--- config.mk ---
export PLATFORM = sky130hd
export DESIGN_NAME = rf_drain_streamer
export DESIGN_NICKNAME = d
export VERILOG_FILES = /design/src/rtl/cgra_pkg.sv /design/src/rtl/rf_drain_idx_cnt.sv /design/src/rtl/rf_drain_streamer.sv
export SDC_FILE = /design/constraint.sdc
export NUM_CORES = 1
export LEC_CHECK = 0
export ABC_AREA = 0
export BUFFER_PORTS_ARGS = -buffer_cell sky130_fd_sc_hd__buf_2
export CORE_MARGIN = 5
export CORE_UTILIZATION = 44
export CTS_BUF_LIST = sky130_fd_sc_hd__clkbuf_2
export CTS_CLUSTER_DIAMETER = 80
export CTS_CLUSTER_SIZE = 14
export DETAILED_ROUTE_END_ITERATION = 7
export GPL_ROUTABILITY_DRIVEN = 0
export PLACE_DENSITY = 0.73
export SYNTH_ARGS = -nofsm -noshare
export SYNTH_HDL_FRONTEND = slang
export SYNTH_HIERARCHICAL = 1
export SYNTH_SLANG_ARGS = --single-unit
--- constraint.sdc ---
create_clock -name clk_i -period 3.1 [get_ports clk_i]
set_input_delay 0.155 -clock clk_i [delete_from_list [all_inputs] [get_ports clk_i]]
set_output_delay 0.155 -clock clk_i [all_outputs]
set_load 0.03 [all_outputs]
--- src/rtl/cgra_pkg.sv ---
// Shared CGRA definitions.
// Holds the state encoding used by the register-file drain streamer.
// Widths are not fixed here; every width stays a module parameter.
package cgra_pkg;

  typedef enum logic [1:0] {
    IDLE   = 2'd0,
    STREAM = 2'd1,
    DONE   = 2'd2
  } rf_drain_state_t;

endpackage

--- src/rtl/rf_drain_idx_cnt.sv ---
// Wrap-around register-file index counter for rf_drain_streamer.
// The load captures the first index and the inclusive word count
// ((last - first) mod DEPTH) + 1. Each advance steps the index modulo DEPTH
// and decrements the count.
// Ports:
//   clk_i, rst_ni  clock and asynchronous active-low reset
//   ce_i           clock enable; holds all state when low
//   load_i         load first_i/last_i (takes priority over adv_i)
//   first_i        first index of the range
//   last_i         last index of the range, inclusive
//   adv_i          step to the next index
//   sel_o          current index
//   next_sel_o     index after sel_o, wrapped at DEPTH
//   last_o         current index is the final word of the range
module rf_drain_idx_cnt
  import cgra_pkg::*;
#(
  parameter int unsigned REGFILE_DEPTH = 4,
  parameter int unsigned REGFILE_NSEL  = $clog2(REGFILE_DEPTH)
) (
  input  logic                    clk_i,
  input  logic                    rst_ni,
  input  logic                    ce_i,
  input  logic                    load_i,
  input  logic [REGFILE_NSEL-1:0] first_i,
  input  logic [REGFILE_NSEL-1:0] last_i,
  input  logic                    adv_i,
  output logic [REGFILE_NSEL-1:0] sel_o,
  output logic [REGFILE_NSEL-1:0] next_sel_o,
  output logic                    last_o
);

  localparam logic [REGFILE_NSEL:0]   DEPTH_W = (REGFILE_NSEL+1)'(REGFILE_DEPTH);
  localparam logic [REGFILE_NSEL:0]   ONE_W   = (REGFILE_NSEL+1)'(1);
  localparam logic [REGFILE_NSEL-1:0] TOP_IDX = REGFILE_NSEL'(REGFILE_DEPTH - 1);

  logic [REGFILE_NSEL-1:0] sel_q, sel_d;
  logic [REGFILE_NSEL:0]   rem_q, rem_d;
  logic [REGFILE_NSEL:0]   span;

  // The subtract is one bit wider than the index. A wrapped range adds DEPTH
  // back, so the result is correct for depths that are not powers of two.
  always_comb begin
    span = {1'b0, last_i} - {1'b0, first_i};
    if (last_i < first_i) begin
      span = span + DEPTH_W;
    end
  end

  assign next_sel_o = (sel_q == TOP_IDX) ? '0 : sel_q + 1'b1;

  always_comb begin
    sel_d = sel_q;
    rem_d = rem_q;
    if (load_i) begin
      sel_d = first_i;
      rem_d = span + ONE_W;
    end else if (adv_i) begin
      sel_d = next_sel_o;
      rem_d = rem_q - ONE_W;
    end
  end

  always_ff @(posedge clk_i or negedge rst_ni) begin
    if (!rst_ni) begin
      sel_q <= '0;
      rem_q <= '0;
    end else if (ce_i) begin
      sel_q <= sel_d;
      rem_q <= rem_d;
    end
  end

  assign sel_o  = sel_q;
  assign last_o = (rem_q == ONE_W);

endmodule

--- src/rtl/rf_drain_streamer.sv ---
// Register-file drain streamer.
// On an accepted start, this block walks the wrap-around index range
// first..last of the register file's parallel bus. It emits one word per
// valid/ready transfer and then pulses done for one enabled cycle.
// Optional feature macro: RF_DRAIN_SNAPSHOT_EN. When it is defined, the
// register file is copied into a shadow bank at start and the stream reads
// that copy. When it is undefined, each word is sampled live as it is loaded.
// Ports:
//   clk_i, rst_ni  clock and asynchronous active-low reset
//   ce_i           clock enable; low freezes all state and handshakes
//   start_i        drain request, accepted only in IDLE
//   first_sel_i    first entry index; last_sel_i is the last entry, inclusive
//   regs_i         parallel register-file contents
//   valid_o        output stream valid; ready_i is downstream ready
//   data_o         output word; sel_o is its entry index
//   busy_o         high in STREAM and DONE
//   done_o         pulse after the final transfer
//   err_o          sticky out-of-range index flag, cleared by the next start
module rf_drain_streamer
  import cgra_pkg::*;
#(
  parameter int unsigned REGFILE_DEPTH = 4,
  parameter int unsigned REGFILE_NSEL  = $clog2(REGFILE_DEPTH),
  parameter int unsigned REGFILE_WIDTH = 32
) (
  input  logic                     clk_i,
  input  logic                     rst_ni,
  input  logic                     ce_i,
  input  logic                     start_i,
  input  logic [REGFILE_NSEL-1:0]  first_sel_i,
  input  logic [REGFILE_NSEL-1:0]  last_sel_i,
  input  logic [REGFILE_WIDTH-1:0] regs_i [0:REGFILE_DEPTH-1],
  output logic                     valid_o,
  input  logic                     ready_i,
  output logic [REGFILE_WIDTH-1:0] data_o,
  output logic [REGFILE_NSEL-1:0]  sel_o,
  output logic                     busy_o,
  output logic                     done_o,
  output logic                     err_o
);

  localparam logic [REGFILE_NSEL:0] DEPTH_W = (REGFILE_NSEL+1)'(REGFILE_DEPTH);

  rf_drain_state_t          state_q, state_d;
  logic                     valid_q, valid_d;
  logic [REGFILE_WIDTH-1:0] data_q, data_d;
  logic                     done_q, done_d;
  logic                     err_q, err_d;

  logic                     cnt_load, cnt_adv, cnt_last;
  logic [REGFILE_NSEL-1:0]  cnt_sel, cnt_next_sel;
  logic [REGFILE_WIDTH-1:0] next_word;
  logic                     out_of_range;
  logic                     xfer;

  rf_drain_idx_cnt #(
    .REGFILE_DEPTH (REGFILE_DEPTH),
    .REGFILE_NSEL  (REGFILE_NSEL)
  ) u_idx_cnt (
    .clk_i      (clk_i),
    .rst_ni     (rst_ni),
    .ce_i       (ce_i),
    .load_i     (cnt_load),
    .first_i    (first_sel_i),
    .last_i     (last_sel_i),
    .adv_i      (cnt_adv),
    .sel_o      (cnt_sel),
    .next_sel_o (cnt_next_sel),
    .last_o     (cnt_last)
  );

`ifdef RF_DRAIN_SNAPSHOT_EN
  logic [REGFILE_WIDTH-1:0] shadow_q [0:REGFILE_DEPTH-1];

  always_ff @(posedge clk_i or negedge rst_ni) begin
    if (!rst_ni) begin
      for (int unsigned i = 0; i < REGFILE_DEPTH; i++) begin
        shadow_q[i] <= '0;
      end
    end else if (ce_i && (state_q == IDLE) && start_i) begin
      shadow_q <= regs_i;
    end
  end

  assign next_word = shadow_q[cnt_next_sel];
`else
  assign next_word = regs_i[cnt_next_sel];
`endif

  assign out_of_range = ({1'b0, first_sel_i} >= DEPTH_W) ||
                        ({1'b0, last_sel_i}  >= DEPTH_W);
  assign xfer = valid_q & ready_i;

  always_comb begin
    state_d  = state_q;
    valid_d  = valid_q;
    data_d   = data_q;
    done_d   = 1'b0;
    err_d    = err_q;
    cnt_load = 1'b0;
    cnt_adv  = 1'b0;
    case (state_q)
      IDLE: begin
        if (start_i) begin
          err_d = out_of_range;
          if (out_of_range) begin
            state_d = DONE;
            done_d  = 1'b1;
          end else begin
            cnt_load = 1'b1;
            state_d  = STREAM;
            valid_d  = 1'b1;
            data_d   = regs_i[first_sel_i];
          end
        end
      end
      STREAM: begin
        if (xfer) begin
          if (cnt_last) begin
            valid_d = 1'b0;
            done_d  = 1'b1;
            state_d = DONE;
          end else begin
            // The index advances and the next word loads on the same edge,
            // which sustains one word per cycle.
            cnt_adv = 1'b1;
            data_d  = next_word;
          end
        end
      end
      DONE: begin
        state_d = IDLE;
      end
      default: begin
        state_d = IDLE;
        valid_d = 1'b0;
      end
    endcase
  end

  always_ff @(posedge clk_i or negedge rst_ni) begin
    if (!rst_ni) begin
      state_q <= IDLE;
    end else if (ce_i) begin
      state_q <= state_d;
    end
  end

  always_ff @(posedge clk_i or negedge rst_ni) begin
    if (!rst_ni) begin
      valid_q <= 1'b0;
      data_q  <= '0;
      done_q  <= 1'b0;
      err_q   <= 1'b0;
    end else if (ce_i) begin
      valid_q <= valid_d;
      data_q  <= data_d;
      done_q  <= done_d;
      err_q   <= err_d;
    end
  end

  assign valid_o = valid_q;
  assign data_o  = data_q;
  assign sel_o   = cnt_sel;
  assign busy_o  = (state_q != IDLE);
  assign done_o  = done_q;
  assign err_o   = err_q;

endmodule

# Word level (Yosys, flattened, before mapping)
# Index checks and enable logic that the tools add are counted.
dict set report word_totals {
  register_bits 41
  input_bits 137
  out_inout_bits 38
}
dict set report op_classes {
  n_addsub 5
  n_lt_le_gt_ge 3
  n_eq_ne 8
  muxes 32
  bitwise 4
  reduce_logical 8
}
# operator count
set op_table {}
lappend op_table {{2-to-1 mux 32 bit} 7}
lappend op_table {{binary-select mux 32 bit (select 2 bit)} 2}
lappend op_table {{case mux 32 bit (2 select lines)} 1}
lappend op_table {{2-to-1 mux 2 bit} 6}
lappend op_table {{2-to-1 mux 1 bit} 11}
lappend op_table {{AND reduction 5 bit} 2}
lappend op_table {{2-to-1 mux 3 bit} 3}
lappend op_table {{!= test 2 bit, second input constant} 4}
lappend op_table {{>= comparator 3 bit, second input constant} 2}
lappend op_table {{inverter 2 -> 3 bit} 2}
lappend op_table {{nonzero test 2 bit} 3}
lappend op_table {{== test 2 bit, second input constant} 2}
lappend op_table {{case mux 2 bit (2 select lines)} 1}
lappend op_table {{AND reduction 4 bit} 1}
lappend op_table {{adder 3 x 1 -> 3 bit, second input constant} 1}
lappend op_table {{adder 3 bit, second input constant} 1}
lappend op_table {{== test 3 x 1 -> 1 bit, second input constant} 1}
lappend op_table {{case mux 1 bit (3 select lines)} 1}
lappend op_table {{subtractor 2 x 2 -> 3 bit} 1}
lappend op_table {{subtractor 3 x 1 -> 3 bit, second input constant} 1}
lappend op_table {{adder 2 x 1 -> 2 bit, second input constant} 1}
lappend op_table {{== test 2 x 1 -> 1 bit, second input constant} 1}
lappend op_table {{zero test 2 bit} 1}
lappend op_table {{less-than comparator 2 bit} 1}
lappend op_table {{other kinds (3)} 3}

# Depth between registers and ports, before layout
# Gate-level depths: netlist of the first run.
dict set report logic_depth {
  depth_word 9
  mapped_depth 8
}

# Cells and area by module
# The synthesis of the first run kept the hierarchy.
# mod instances cells_per_inst area_each_um2
set by_module_without_submodules {}
lappend by_module_without_submodules {rf_drain_streamer 1 354 3786.1}
lappend by_module_without_submodules {rf_drain_idx_cnt 1 41 371.6}

# Worst setup path after synthesis of the first run
# OpenSTA, ideal clock, no wires.
dict set report synth_path {
  kind {register -> register}
  from {register u_idx_cnt.sel_q[0] (netlist: u_idx_cnt/sel_o[0])}
  to {register data_q[21] (netlist: data_o[21])}
  arrival_time_ns 1.977
  t_required_ns 2.971
  path_slack_ns 0.995
  stages_incl_launch_ff 8
  path_buffers 2
  synth_period_minus_slack_ns 2.105
  path_cell_list {dfrtp_1 > ha_1 > buf_2 > buf_2 > mux2i_1 > o22ai_2 > a221oi_1 > a21oi_2}
}
dict set report synth_between {
  elab_chain_cells 9
  word_cells_on_any_way 10
  classes_between {add/sub: 1; eq/ne: 1; mux: 7; bitwise: 1}
}
# item line_no
set synth_rtl {}
lappend synth_rtl {{start, declared} rf_drain_idx_cnt.sv:37} ;# logic [REGFILE_NSEL-1:0] sel_q, sel_d;
lappend synth_rtl {{start signal, assigned} rf_drain_idx_cnt.sv:69} ;# sel_q <= sel_d;
lappend synth_rtl {{adder 2 x 1 -> 2 bit or == test 2 bit (tied branches)} rf_drain_idx_cnt.sv:50} ;# assign next_sel_o = (sel_q == TOP_IDX) ? '0 : sel_q + 1'b1;
lappend synth_rtl {{2-to-1 mux 2 bit *} rf_drain_idx_cnt.sv:50}
lappend synth_rtl {{net cnt_next_sel[1]} rf_drain_streamer.sv:51} ;# logic [REGFILE_NSEL-1:0] cnt_sel, cnt_next_sel;
lappend synth_rtl {{inverter 2 -> 3 bit (not written as such) *} rf_drain_streamer.sv:87} ;# assign next_word = regs_i[cnt_next_sel];
lappend synth_rtl {{binary-select mux 32 bit (select 2 bit) *} rf_drain_streamer.sv:87}
lappend synth_rtl {{2-to-1 mux 32 bit (not written as such) * (2 in series)} rf_drain_streamer.sv:87}
lappend synth_rtl {{2-to-1 mux 32 bit *} rf_drain_streamer.sv:119} ;# if (cnt_last) begin
lappend synth_rtl {{2-to-1 mux 32 bit *} rf_drain_streamer.sv:118} ;# if (xfer) begin
lappend synth_rtl {{case mux 32 bit (2 select lines) *} rf_drain_streamer.sv:102} ;# case (state_q)
lappend synth_rtl {{end signal, assigned} rf_drain_streamer.sv:157} ;# data_q <= data_d;
lappend synth_rtl {{end, declared} rf_drain_streamer.sv:46} ;# logic [REGFILE_WIDTH-1:0] data_q, data_d;
# Mark *: on every way through the listed nets, which the timed path passes. The rest lies on a longest branch. The select of a mux whose other input is x is not followed.
# A chain may end at the register's enable or synchronous reset.

# Worst setup path in the final report of the first run
dict set report layout_path {
  from {register u_idx_cnt.sel_q[0] (netlist: u_idx_cnt/sel_o[0])}
  to {register data_q[1] (netlist: data_o[1])}
}
# Same word-level chain as after synthesis.

==> flow_metrics.tcl, run 1 <==
set metrics [dict create \
    status "complete, no violations" \
    dpl_worst_slack_ns 0.844 \
    wl_mm 12.1 \
    ys_warn_count 6 \
    stdcell_area_um2 5100 \
    vias 3850 \
    grt_pass1_wl_mm 19.4 \
    yosys-top-cells-count "mux2_2, mux2i_1, dfrtp_1" \
    yosysSeqAreaShare 0.247 \
    path_cells "ha_4, buf_12, mux2i_1, o22ai_1, a221oi_1, a21oi_1" \
    diodes 0 \
    ant_nets 0 \
    htreeDepth 2 \
    seqPwrFrac 0.192 \
    final_nets 690 \
    drtIter0Drc 135 \
    clock_latency_ns 0.39 \
    yosysTopAreaCell "dfrtp_1" \
    synthFlopType "dfrtp_1" \
    setup.worst_path.end "data_o[1]$_DFFE_PN0P_" \
    ff2ff_setup_slack_ns 0.82 \
    period_minus_slack_ns 2.28 \
    clk_pin_slew_ns 0.21 \
    fin_ws_ns 0.818 \
    leakagePower_nw 2.29 \
    hp-class "in -> reg" \
    dieHeight_um 107 \
    port_buffers 173 \
    path_max_fanout 37 \
    slowest_delay_ns 0.63 \
    drv_slew 0 \
    startpoint "u_idx_cnt/sel_o[0]$_DFFE_PN0P_" \
    cts_root_buffer "clkbuf_2" \
    antenna_found_initial 0 \
    synth_cells 395 \
    hold_viol 0 \
    internal_power_mw 2.45 \
    yosysTopAreaCellShare 0.247 \
    postCtsHoldBufs 1 \
    crit_path_end_kind "flop" \
    clock-skew-final_ns 0.00666 \
    cts-buffers-inserted 5 \
    max-cap-violations 0 \
    core_um2 9240 \
    gr-total-overflow 0 \
    syn2layout_area_growth_pct 22.6 \
    syn_area_per_cell_um2 10.5 \
    drc_errors 0 \
    post-cts-setup-buffer-count 0 \
    dpl_cell_area_um2 5050 \
    ir_drop_uv 658 \
    grt_max_degree 42 \
    drive_gt1_frac 0.584 \
    cts_buffer_depth 2 \
    sw_frac_of_total 0.509 \
    ys_ff_latch 41 \
    async_flop_share 1.00 \
    fin_crit_sh 0.736 \
    p_comb_frac 0.762 \
    num_rows 35 \
    start_util 0.450 \
    hpwl_mm 8.86 \
    wl_per_cell_um 17.9 \
    synth_cell_types 39 \
    synth_edf_count 0 \
    io_pins 175 \
    path_class "reg -> reg" \
    dieArea_um2 11500 \
    maxSlewHeadroom 0.311 \
    startpoint_type "flop" \
    p_clk_frac 0.047 \
    setup_viol 0 \
    die_width_um 107 \
    rsz0062_at_grt "false" \
    syn-num-nets 537 \
    cts_tree "built" \
    cp.required_ns 3.40 \
    regToRegEndpoint "data_o[1]$_DFFE_PN0P_" \
    grt_pass1_vias 4074 \
    clkSinkCount 41 \
    cts_resized 0 \
    drtPass1Iterations 6 \
    arrival_ns 2.58 \
    synth_area_leaders "dfrtp_1, mux2_2, mux2i_1" \
    tightest_slew_ns 1.03 \
    grt_util_all_layers 0.205 \
    fin_tns_setup_ns 0 \
    syn_area_um2 4160 \
    viasPerCell 5.69 \
    power_per_cell_area_nw_per_um2 981 \
    post-route-util 0.552 \
    fmax_mhz 438 \
    r2r.worst_path.cells 6 \
    cpMaxStageDelayCell "ha_4" \
    worstReg2RegStart "u_idx_cnt/sel_o[0]$_DFFE_PN0P_" \
    p_sw_mw 2.54 \
]
worst max-delay path, delay by kind of cell (launching register included):
| family | cells | cell delay (ns) |
|---|---|---|
| AO/OA/AOI/OAI | 3 | 0.46 |
| adder cells (fa/ha/maj) | 1 | 0.63 |
| buffers and inverters | 1 | 0.33 |
| flip-flops | 1 | 0.51 |
| multiplexers | 1 | 0.22 |
kinds of logic (layout without fill, tap and decap cells):
logic type,Yosys count,in the layout,share of synthesized area
buf+inv,44,197,0.0692
simple gates,57,57,0.0632
flops,41,41,0.247
mux,128,128,0.327
compound gates,117,117,0.273
other cells,1,1,0.000902
xor+xnor,2,2,0.00421
fa+ha+maj,5,5,0.0150
cells in the final DEF, fill, tap and decap left out, types with 7 or more instances in the layout:
cell	n
buf_2	173
mux2_2	64
mux2i_1	64
dfrtp_1	41
nor2_1	35
o22ai_2	30
a21oi_1	29
a221oi_2	23
a221oi_1	9
inv_1	8
a21oi_2	7
per-layer routing:
metal | share of wire | track usage | up-vias
li1 | - | - | 1836
met1 | 0.43 | 0.253 | 1862
met2 | 0.49 | 0.359 | 131
met3 | 0.061 | 0.0391 | 21
met4 | 0.019 | 0.0648 | 0
met5 | 0 | 0 | -
how the worst min path moves through the flow:
| stage | start | slack [ns] | cells past startpoint | endpoint |
|---|---|---|---|---|
| detailed placement | rst_ni | 0.39 | 1 | data_o[8]$_DFFE_PN0P_ |
| floorplan | rst_ni | -0.14 | 0 | data_o[0]$_DFFE_PN0P_ |
| global route | start_i | 0.06 | 3 | valid_o$_DFFE_PN0P_ |
| CTS | start_i | 0.06 | 3 | valid_o$_DFFE_PN0P_ |
| finish | start_i | 0.09 | 3 | valid_o$_DFFE_PN0P_ |
| global placement | rst_ni | 0.37 | 1 | state_q[0]$_DFFE_PN0P_ |
through the flow:
stage / cells / hold WS, ns / power (mW)
2_1_floorplan: 395 / -0.141 / 4.04
3_3_place_gp: 669 / 0.372 / 4.71
3_5_place_dp: 669 / 0.388 / 4.81
4_1_cts: 677 / 0.0590 / 5.06
5_1_grt: 677 / 0.0597 / 5.36
6_report: 677 / 0.0902 / 5.00
flip-flops by register name, summed over array words and instances, names as in the netlist:
register,flops
state_q,2
u_idx_cnt/sel_o,2
data_o,32
done_o,1
u_idx_cnt/rem_q,3
valid_o,1
layout make-up:
type	instances	area, µm²
timing repair buffer	182	973
clock buffer	6	30.0
inverter	8	30.0
multi-input combinational	310	2870
fill	841	4140
clock inverter	1	3.75
sequential	41	1030
tap	129	161
power groups by stage:
stage / logic, mW / clock network [mW] / registers, mW
after floorplan: 2.66 / 0 / 1.38
after global placement: 3.75 / 0 / 0.960
after detailed placement: 3.84 / 0 / 0.967
after CTS: 3.85 / 0.249 / 0.960
after global routing: 4.09 / 0.275 / 0.995
final: 3.81 / 0.234 / 0.958
No activity file was read; power rests on OpenSTA's default activity.
==> inputs of run 2 (changes only) <==
--- a/config.mk
+++ b/config.mk
@@ -14,7 +14,7 @@
 export CTS_CLUSTER_SIZE = 14
 export DETAILED_ROUTE_END_ITERATION = 7
 export GPL_ROUTABILITY_DRIVEN = 0
-export PLACE_DENSITY = 0.73
+export PLACE_DENSITY = 0.76
 export SYNTH_ARGS = -nofsm -noshare
 export SYNTH_HDL_FRONTEND = slang
 export SYNTH_HIERARCHICAL = 1
==> constraint.sdc (replaced) <==
create_clock -name clk_i -period 2 [get_ports clk_i]
set_input_delay 0.1 -clock clk_i [delete_from_list [all_inputs] [get_ports clk_i]]
set_output_delay 0.1 -clock clk_i [all_outputs]
set_load 0.03 [all_outputs]
==> flow_metrics.tcl, run 2 (same netlist as run 1, synthesis figures left out) <==
set metrics [dict create \
    syn2layout_area_growth_pct 28.8 \
    status "complete, no violations" \
    arrival_ns 2.23 \
    grt_pass1_vias 3997 \
    clk_pin_slew_ns 0.23 \
    cpMaxStageDelayCell "dfrtp_2" \
    multiInputGateArea_um2 2900 \
    mostFrequentLayoutCell "buf_2" \
    period_minus_slack_ns 1.92 \
    cts_buffer_depth 2 \
    grt_util_all_layers 0.200 \
    fmax_mhz 520 \
    crit_cells 6 \
    max-cap-violations 0 \
    final_cells 691 \
    dieArea_um2 11500 \
    power_per_cell_area_nw_per_um2 1590 \
    cp.required_ns 2.30 \
    cts-buffers-inserted 5 \
    clkSinkCount 41 \
    htreeDepth 2 \
    r2r.worst_path.cells 6 \
    p_clk_frac 0.073 \
    largest_reg_flops 32 \
    gr-total-overflow 0 \
    wl_mm 12.1 \
    fin_crit_sh 0.962 \
    io_pins 175 \
    sw_frac_of_total 0.485 \
    placedCellCount 676 \
    regToRegEndpoint "data_o[21]$_DFFE_PN0P_" \
    slowest_delay_ns 0.49 \
    path_buf_inv 1 \
    drtIter0Drc 140 \
    internal_power_mw 4.37 \
    grt_pass1_wl_mm 18.9 \
    seq_area_um2 1030 \
    final_cell_mix "buf_2, mux2_2, mux2i_1" \
    rsz0062_at_grt "true" \
    fin_tns_setup_ns 0 \
    setup.worst_path.end "data_o[21]$_DFFE_PN0P_" \
    startpoint "u_idx_cnt/sel_o[0]$_DFFE_PN0P_" \
    cts_tree "built" \
    drv_slew 0 \
    dpl_cell_area_um2 5160 \
    drtPass1Iterations 4 \
    fillers 820 \
    clock-skew-final_ns 0.0232 \
    die_width_um 107 \
    drc_errors 0 \
    setup_viol 0 \
    leakagePower_nw 2.41 \
    antenna_found_initial 0 \
    p_comb_frac 0.753 \
    start_util 0.450 \
    crit_family "flip-flops" \
    stdcell_area_um2 5350 \
    drive_gt1_frac 0.603 \
    worstReg2RegStart "u_idx_cnt/sel_o[0]$_DFFE_PN0P_" \
    p_sw_mw 4.12 \
    clock_latency_ns 0.41 \
    wl_per_cell_um 17.5 \
    num_rows 35 \
    startpoint_type "flop" \
    diodes 0 \
    final_nets 703 \
    ant_nets 0 \
    hp-class "in -> reg" \
    grt_max_degree 67 \
    path_max_fanout 21 \
    cts_root_buffer "clkbuf_2" \
    finalPower_mw 8.50 \
    port_buffers 173 \
    crit_path_end_kind "flop" \
    hpwl_mm 8.77 \
    path_class "reg -> reg" \
    tightest_slew_ns 0.686 \
    core_um2 9240 \
    vias 3883 \
    seqPwrFrac 0.173 \
    ir_drop_uv 989 \
    ff2ff_setup_slack_ns 0.08 \
    hold_start "ce_i" \
    hold_slack_ns 0.0811 \
    dieHeight_um 107 \
    hold_viol 0 \
    viasPerCell 5.62 \
    path_cells "ha_4, buf_12, mux2i_1, o22ai_2, a221oi_1, a21oi_2" \
    maxSlewHeadroom 0.542 \
]
run 2: cell count changes in the layout (fill, tap and decap cells not counted), moves of 2 or more:
| cell | change |
|---|---|
| bufinv_16 | +2 |
| a221oi_2 | +3 |
| dfrtp_2 | +2 |
| buf_12 | +3 |
| buf_4 | +6 |
| a221oi_1 | -3 |
| dfrtp_1 | -2 |
run 2: final cells by class:
cell class	count	area share
multi-input combinational	311	0.542
clock inverter	3	0.0122
tap	129	0.0301
inverter	8	0.00561
timing repair buffer	194	0.213
clock buffer	5	0.00467
sequential	41	0.192
run 2: power by group through the flow:
stage                     logic (mW)  registers, mW  clock network, mW
final                           6.40           1.47              0.623
after floorplan                 4.16           2.15                  0
after CTS                       6.20           1.48              0.641
after detailed placement        6.16           1.49                  0
after global routing            6.86           1.52              0.674
after global placement          5.99           1.49                  0
run 2: how the worst min path moves through the flow:
stage | to | slack [ns] | depth (start not counted)
finish | state_q[1]$_DFFE_PN0P_ | 0.08 | 2
global route | u_idx_cnt/rem_q[0]$_DFFE_PN0P_ | 0.07 | 2
CTS | state_q[1]$_DFFE_PN0P_ | 0.04 | 2
detailed placement | u_idx_cnt/rem_q[1]$_DFFE_PN0P_ | 0.14 | 1
global placement | u_idx_cnt/rem_q[2]$_DFFE_PN0P_ | 0.13 | 1
floorplan | data_o[0]$_DFFE_PN0P_ | -0.20 | 0
run 2: timing repair:
item	4_1_cts	5_1_grt
cloned	1	1
setup endpoints to repair	2	7
resized for setup	1	4
pin swaps	1	1
buffers inserted	0	3
hold endpoints to repair	25	0
hold buffers	2	0
run 2: metal layers:
| metal | routed length [µm] | vias up | track usage |
|---|---|---|---|
| li1 | - | 1858 | - |
| met1 | 5020 | 1873 | 0.240 |
| met2 | 6060 | 138 | 0.360 |
| met3 | 842 | 14 | 0.0458 |
| met4 | 149 | 0 | 0.0447 |
| met5 | 0 | - | 0 |
run 2: metrics by stage:
step | utilization | setup WS (ns)
5_1_grt | 0.579 | 0.00186
3_5_place_dp | 0.558 | 0.0563
3_3_place_gp | 0.558 | 0.137
2_1_floorplan | - | 0.0285
4_1_cts | 0.571 | 0.0528
6_report | 0.579 | 0.0758
